### src/rtl/fifo_rd_packer.sv
// fifo_rd_packer
//   Read-side consumer for an asynchronous FIFO. It pulls bytes through the
//   FIFO read port and packs PACK_COUNT consecutive bytes into one wide word.
//   The word is offered on a valid/ready stream. A flush pulse pushes out
//   whatever is buffered as a partial word. Everything runs in the FIFO read
//   clock domain.
//
// Ports
//   clk         single clock, tied to the FIFO read clock
//   rst         synchronous, active-high reset
//   fifo_empty  FIFO empty flag
//   fifo_dout   FIFO read data, registered: valid the cycle after fifo_en_rd
//   fifo_en_rd  FIFO read enable (combinational)
//   flush       single-cycle request to emit the buffered partial word
//   out_valid   output word valid
//   out_ready   downstream accept; a transfer happens on out_valid & out_ready
//   out_data    packed word; the first byte read sits in lane 0 (LSBs)
//   out_bytes   number of valid lanes, 1..PACK_COUNT
//   out_last    word was produced by a flush
//   flush_done  one-cycle pulse when a flush has fully completed
module fifo_rd_packer #(
  parameter int DATA_WIDTH = 8,
  parameter int PACK_COUNT = 4,
  localparam int CNT_W     = $clog2(PACK_COUNT + 1)
) (
  input  logic                             clk,
  input  logic                             rst,
  input  logic                             fifo_empty,
  input  logic [DATA_WIDTH-1:0]            fifo_dout,
  output logic                             fifo_en_rd,
  input  logic                             flush,
  output logic                             out_valid,
  input  logic                             out_ready,
  output logic [DATA_WIDTH*PACK_COUNT-1:0] out_data,
  output logic [CNT_W-1:0]                 out_bytes,
  output logic                             out_last,
  output logic                             flush_done
);

  typedef enum logic {
    S_FILL = 1'b0,
    S_OUT  = 1'b1
  } state_t;

  state_t                           r_state;
  state_t                           w_state_nxt;
  logic [CNT_W-1:0]                 r_count;
  logic                             r_pending;
  logic                             r_flush_req;
  logic [DATA_WIDTH*PACK_COUNT-1:0] r_lanes;
  logic [CNT_W-1:0]                 r_out_bytes;
  logic                             r_out_last;

  logic [CNT_W:0]                   w_inflight;
  logic                             w_en_rd;
  logic                             w_full_word;
  logic                             w_flush_word;
  logic                             w_accept;
  logic                             w_flush_done;

  // Bytes already captured plus the one still in flight from the FIFO; a new
  // read is only allowed while this leaves room in the word.
  assign w_inflight = {1'b0, r_count} + {{CNT_W{1'b0}}, r_pending};

  assign w_en_rd = !rst && (r_state == S_FILL) && !fifo_empty && !r_flush_req &&
                   (w_inflight < (CNT_W + 1)'(PACK_COUNT));

  always_comb begin
    w_state_nxt  = r_state;
    w_full_word  = 1'b0;
    w_flush_word = 1'b0;
    w_accept     = 1'b0;
    w_flush_done = 1'b0;
    case (r_state)
      S_FILL: begin
        if (r_pending && (r_count == CNT_W'(PACK_COUNT - 1))) begin
          // The byte landing this cycle completes the word.
          w_full_word = 1'b1;
          w_state_nxt = S_OUT;
        end else if (r_flush_req && !r_pending) begin
          // Flush only acts once the in-flight byte has been captured.
          if (r_count != '0) begin
            w_flush_word = 1'b1;
            w_state_nxt  = S_OUT;
          end else begin
            w_flush_done = 1'b1;
          end
        end
      end
      S_OUT: begin
        if (out_ready) begin
          w_accept    = 1'b1;
          w_state_nxt = S_FILL;
        end
      end
      default: w_state_nxt = S_FILL;
    endcase
  end

  always_ff @(posedge clk) begin
    if (rst) begin
      r_state <= S_FILL;
    end else begin
      r_state <= w_state_nxt;
    end
  end

  // Capture / word assembly stage
  always_ff @(posedge clk) begin
    if (rst) begin
      r_count     <= '0;
      r_pending   <= 1'b0;
      r_flush_req <= 1'b0;
      r_lanes     <= '0;
      r_out_bytes <= '0;
      r_out_last  <= 1'b0;
    end else begin
      r_pending <= w_en_rd;

      // A flush arriving while one is outstanding (or completing) is dropped.
      if (w_flush_done) begin
        r_flush_req <= 1'b0;
      end else if (flush) begin
        r_flush_req <= 1'b1;
      end

      // fifo_dout is only meaningful the cycle after a read; otherwise the
      // FIFO idles at all-ones and must be ignored.
      if (r_pending) begin
        for (int i = 0; i < PACK_COUNT; i++) begin
          if (r_count == CNT_W'(i)) begin
            r_lanes[i*DATA_WIDTH +: DATA_WIDTH] <= fifo_dout;
          end
        end
        r_count <= r_count + CNT_W'(1);
      end

      if (w_full_word) begin
        r_out_bytes <= CNT_W'(PACK_COUNT);
        r_out_last  <= 1'b0;
      end

      if (w_flush_word) begin
        r_out_bytes <= r_count;
        r_out_last  <= 1'b1;
      end

      // Clearing the lanes on accept keeps unused lanes of a later partial
      // word at zero.
      if (w_accept) begin
        r_lanes     <= '0;
        r_count     <= '0;
        r_out_bytes <= '0;
        r_out_last  <= 1'b0;
      end
    end
  end

  assign fifo_en_rd = w_en_rd;
  assign out_valid  = (r_state == S_OUT);
  assign out_data   = r_lanes;
  assign out_bytes  = r_out_bytes;
  assign out_last   = r_out_last;
  assign flush_done = w_flush_done && !rst;

endmodule

### config.mk
export PLATFORM = sky130hd
export DESIGN_NAME = fifo_rd_packer
export DESIGN_NICKNAME = d
export VERILOG_FILES = /design/src/rtl/fifo_rd_packer.sv
export SDC_FILE = /design/constraint.sdc
export NUM_CORES = 1
export LEC_CHECK = 0
export ABC_AREA = 1
export CAP_MARGIN = 20
export CORE_MARGIN = 4
export CORE_UTILIZATION = 41
export DETAILED_ROUTE_END_ITERATION = 8
export GPL_TIMING_DRIVEN = 1
export PLACE_DENSITY = 0.74
export SYNTH_ARGS = -nofsm -noshare
export SYNTH_HDL_FRONTEND = slang
export SYNTH_SLANG_ARGS = --single-unit
### constraint.sdc
create_clock -name clk -period 1.2 [get_ports clk]
set_input_delay 0.18 -clock clk [delete_from_list [all_inputs] [get_ports clk]]
set_output_delay 0.18 -clock clk [all_outputs]
set_load 0.01 [all_outputs]
After elaboration in Yosys (flattened, before gate mapping)

Index checks and enable logic that the tools add are counted.

Register bits: 42
Word-level logic and storage cells: 56
Bits of input ports: 13
Output and inout bits: 39

Reduce and logical (&&, ||, !) cells: 20
Multiplexer cells: 19
Magnitude comparators: 1
Equal/unequal tests: 3
$add $sub $neg: 2
Bitwise operators: 1

Operators by type and width:

| operator              | number |
|---|---|
| $mux W1               | 16 |
| $reduce_and A2 Y1     | 4 |
| $logic_and A1 B1 Y1   | 7 |
| $eq A3 B2 Y1 const B  | 2 |
| $mux W3               | 2 |
| $add A3 B1 Y4         | 1 |
| $logic_not A1 Y1      | 4 |
| $lt A4 B3 Y1 const B  | 1 |
| $reduce_or A2 Y1      | 2 |
| $add A3 B1 Y3 const B | 1 |
| $eq A3 B1 Y1 const B  | 1 |
| $logic_not A3 Y1      | 1 |
| $reduce_bool A3 Y1    | 1 |
| $pmux W1 S2           | 1 |
| $reduce_bool A2 Y1    | 1 |
| $not A1 Y1            | 1 |

Depth between registers and ports, before layout

Gate-level depths: netlist of the first run.

Depth after elaboration: 6
Depth in mapped cells: 8
Depth with buffers taken out: 8

Least setup slack after synthesis of the first run

Ideal clock, no wire load.

Kind: register to register
Start point: register r_count[0]
End point: register r_state, in the netlist out_valid
Data arrival time: 1.159 ns
Setup slack: -0.072 ns
Stages on the path, launching flop included: 9
Required time: 1.087 ns
Cells stage by stage: dfxtp_1 ha_1 ha_1 nand2_8 nor2_4 inv_2 nand2_2 o21ai_1 inv_1

Word-level cells in the longest chain between the ends: 5

Ends and longest elaborated chain:

| what                     | RTL line | source |
|---|---|---|
| start: declaration       | 47       | `logic [CNT_W-1:0] r_count;` |
| start signal: assignment | 135      | `r_count <= r_count + CNT_W'(1);` |
| $reduce_bool A3 Y1       | 82       | `if (r_count != '0) begin` |
| $mux W1                  | 82       |  |
| $mux W1                  | 80       | `end else if (r_flush_req && !r_pending) begin` |
| $mux W1 *                | 76       | `if (r_pending && (r_count == CNT_W'(PACK_COUNT - 1))) begin` |
| $pmux W1 S2 *            | 74       | `case (r_state)` |
| end signal: assignment   | 104      | `r_state <= w_state_nxt;` |
| end: declaration         | 45       | `state_t r_state;` |

Mark *: on every way between the ends. The rest lies on a longest branch, timed or not.
A chain may end at the register's enable or synchronous reset.

Worst setup path after layout of the first run

Start point: register r_count[0]
End point: output flush_done

Word-level cells in the longest chain between the ends: 6

Ends and longest elaborated chain:

| what                  | RTL line | source |
|---|---|---|
| $reduce_bool A3 Y1    | 82       |  |
| $mux W1               | 82       |  |
| $mux W1               | 80       |  |
| $mux W1 *             | 76       |  |
| $mux W1 *             | 74       |  |
| $logic_and A1 B1 Y1 * | 164      | `assign flush_done = w_flush_done && !rst;` |
| end: declaration      | 37       | `output logic flush_done` |

Marks and branches as above.

==> results of run 1 <==
==> timing repair <==
action | CTS | global route
endpoints found under the setup margin | 76 | 42
resized for setup | 77 | 53
setup buffers | 3 | 6
pin swaps | 7 | 13
cloned | 1 | 2
==> cell type report <==
| class | instances | area, um2 | share of cell area [%] |
|---|---|---|---|
| multi-input cells | 128 | 940 | 33.7 |
| flip-flops and latches | 42 | 848 | 30.4 |
| repair buffers | 77 | 697 | 25.0 |
| inverters | 29 | 126 | 4.53 |
| clock buffers | 5 | 68.8 | 2.47 |
| well taps | 50 | 62.6 | 2.24 |
| clock inverters | 3 | 40.0 | 1.44 |
| repair inverters | 1 | 6.26 | 0.224 |
==> cell families after synthesis <==
group / Yosys count / synth area share (%)
buffers and inverters: 36 / 10.1
AO/OA/AOI/OAI: 58 / 17.1
flip-flops: 42 / 48.8
adder cells (fa/ha/maj): 5 / 3.63
AND/OR/NAND/NOR: 63 / 20.5
==> Yosys cell counts <==
cell     instances
buf_2            2
nor4_1           2
o21ai_1          7
buf_4            1
a21oi_1         36
o21a_1           1
nand2_4          2
nand3_4          2
nand2_8          1
nand3_1         10
nor2_1           5
inv_4            1
nand4_1          3
nand2_1         33
nor2_4           2
nand3_2          1
buf_6            4
nor4_2           1
ha_1             5
a31oi_1          1
dfxtp_1         42
nand2_2          1
o21ai_0         13
inv_1           23
inv_2            5
==> metal layers <==
| layer | GRT usage (%) | wire length [um] | up-vias |
|---|---|---|---|
| met5 | 0 | 0 | - |
| met4 | 6.15 | 116 | 0 |
| met3 | 3.03 | 163 | 10 |
| met2 | 27.8 | 2530 | 43 |
| met1 | 23.0 | 2250 | 779 |
| li1 | - | - | 837 |
==> power by group through the flow <==
stage	Combinational, mW	Clock, mW	Sequential (mW)
2_1_floorplan	0.164	0	1.49
3_3_place_gp	0.343	0	1.48
3_5_place_dp	0.348	0	1.48
4_1_cts	0.367	1.10	1.45
5_1_grt	0.488	1.16	1.46
6_report	0.456	1.08	1.46
==> registers in the layout, indices dropped and copies added (netlist names) <==
signal	count
out_data	32
out_bytes	3
r_count	3
out_last	1
out_valid	1
r_flush_req	1
r_pending	1
==> worst max-delay path: stages (launching register included) <==
cell     delay, ps
dfxtp_2        350
inv_2           80
ha_4           150
nand2_4         60
nor4_4         130
buf_2          170
==> worst max path at each step <==
| stage | start | end | slack [ps] | cells past startpoint |
|---|---|---|---|---|
| floorplan | r_count[0] | out_valid | -20 | 8 |
| global placement | rst | fifo_en_rd | -530 | 5 |
| detailed placement | rst | fifo_en_rd | -540 | 5 |
| CTS | r_count[1] | flush_done | -170 | 5 |
| global route | r_count[0] | fifo_en_rd | -270 | 5 |
| finish | r_count[0] | flush_done | -200 | 5 |
==> stage by stage <==
stage	instance area (um2)	hold WS, ps
after global placement	2370	432
after CTS	2560	443
after detailed placement	2370	434
after global routing	2790	461
after floorplan	1730	259
final	2790	443
==> layout by cell type (no fill, tap or decap), types with 5 or more instances in the layout <==
| cell | count |
|---|---|
| clkdlybuf4s50_1 | 12 |
| inv_2 | 5 |
| dlygate4sd2_1 | 36 |
| buf_4 | 15 |
| ha_4 | 5 |
| buf_6 | 10 |
| a21oi_1 | 24 |
| o21ai_2 | 11 |
| clkbuf_8 | 5 |
| dfxtp_2 | 6 |
| dfxtp_1 | 36 |
| a21oi_2 | 12 |
| nand2_1 | 28 |
| nand3_1 | 10 |
| o21ai_1 | 8 |
| nor2_1 | 5 |
| inv_1 | 20 |
==> results.toml, run 1 <==
[status]
run_status = "finished with violations"
failed_checks = "setup timing"

[cts]
cts-htree-levels = 2
cts-buffers-inserted = 5
clock_tree.buffer_depth = 2
cts-root-buf = "clkbuf_8"
cts.sink_count = 42
cts_hold_repair.buffers = 0
clock_insertion_delay_worst_skew_ps = 280
cts_tree = "done"
cts.clk_slew.worst_paths_ps = 80

[cells_and_area]
layout.cells.non_filler = 335
final_core_utilization_pct = 69.2
num-nets-final = 302
drive_above_1_share_pct = 34.7
synthToLayoutAreaGrowth_pct = 61.8
num_antenna_cells = 0
n_fill_cell = 310

[worst_hold_path]
hold-path-endpoint = "out_data[9]"
hold_path_depth = 2
timing.hold.worst.start = "out_data[9]"
hold_path.class = "flop to flop"

[placed_design]
place_congestion = 0.754
placement.setup.worst_slack_ps = -539
port-buffer-count = 51
place_hpwl_mm = 3.06
dp.cells = 315

[synthesis]
netlist.top_cell.by_area = "dfxtp_1"
synth.lib_cells_used.distinct = 25
syn_std_cell_area_um2 = 1720
yosysWarnings = 0
yosysSeqAreaShare_pct = 48.8
synthTopCellsByArea = "dfxtp_1 49%, a21oi_1 10%, nand2_1 7.2%"
synth_area_per_cell_um2 = 8.45
synth.net_count = 222
netlist_instances = 204
synth_seq_cells = 42
share_of_the_synthesized_area_in_the_top_cell_type_pct = 48.8

[floorplan]
die_height_um = 72.8
rows = 23
pin_count = 52
initial_utilization_pct = 42.8
die_x_um = 72.8
core_area_um2 = 4030
dieArea_um2 = 5310

[power_and_ir_drop]
static-leakage-power_nw = 1.17
p_int_mw = 2.25
pwr-share-clk_pct = 36.2
power_frac_seq_pct = 48.6
p_sw_share_pct = 25.0
pwr_density_cell_nw_per_um2 = 1070
power.combinational.fraction_pct = 15.2
finalPower_mw = 3.00
p_sw_uw = 748
vdd_drop_max_uv = 953

[sta]
max_slew_margin_pct = 83.3
finalHoldViolations = 0
post-route-period-util_pct = 117
max_freq_ghz = 0.714
drv_slew = 0
rsz0062_at_grt = "true"
totalNegativeSetupSlack_ps = -2910
setup_violating_endpoint_count_in_the_final_report = 32
post-route-min-period_ps = 1400
clock_skew_ps = 5.85
tightestPinTransition_ps = 250
setup_ws_ps = -201

[worst_setup_path]
regToRegStartpoint = "r_count[1]"
endpoint_kind_of_the_worst_setup_timing_path = "primary output"
rrSetupSlack_ps = -150
setup.worst_path.class = "flop to primary output"
path_max_fanout = 2
cp_data_arrival_time_ps = 1220
timing.critical_path.from_type = "flop"
worst_r2r_endpoint = "out_valid"
ff2ff_path_depth = 9
worst-endpoint-required_ps = 1020

[routing]
vias = 1669
drt_iter0_markers = 89
routed_wirelength_mm = 5.06
tritonroute_pass_1_iters = 4
routed_wire_length_per_instance_um = 15.1
drtAntennaViolNets = 0
route.detailed.vias_per_inst = 4.98
drc = 0

[global_routing]
grt_pass1_vias = 1554
grt_max_degree = 20
grt.overflow.total = 0
grt_antenna_before_repair = 0
track_usage_pct = 17.2
grt_pass1_wl_mm = 7.13

[job]
max_cap_viol_count = 0
Note: power is estimated with default switching activity, not from simulation.
==> inputs of run 2 (changes only) <==
--- a/config.mk
+++ b/config.mk
@@ -11,6 +11,7 @@
 export CORE_UTILIZATION = 41
 export DETAILED_ROUTE_END_ITERATION = 8
 export GPL_TIMING_DRIVEN = 1
+export HOLD_SLACK_MARGIN = 0.05
 export PLACE_DENSITY = 0.74
 export SYNTH_ARGS = -nofsm -noshare
 export SYNTH_HDL_FRONTEND = slang
==> results of run 2 <==
Final layout, timing and power as in run 1 (identical DEF).
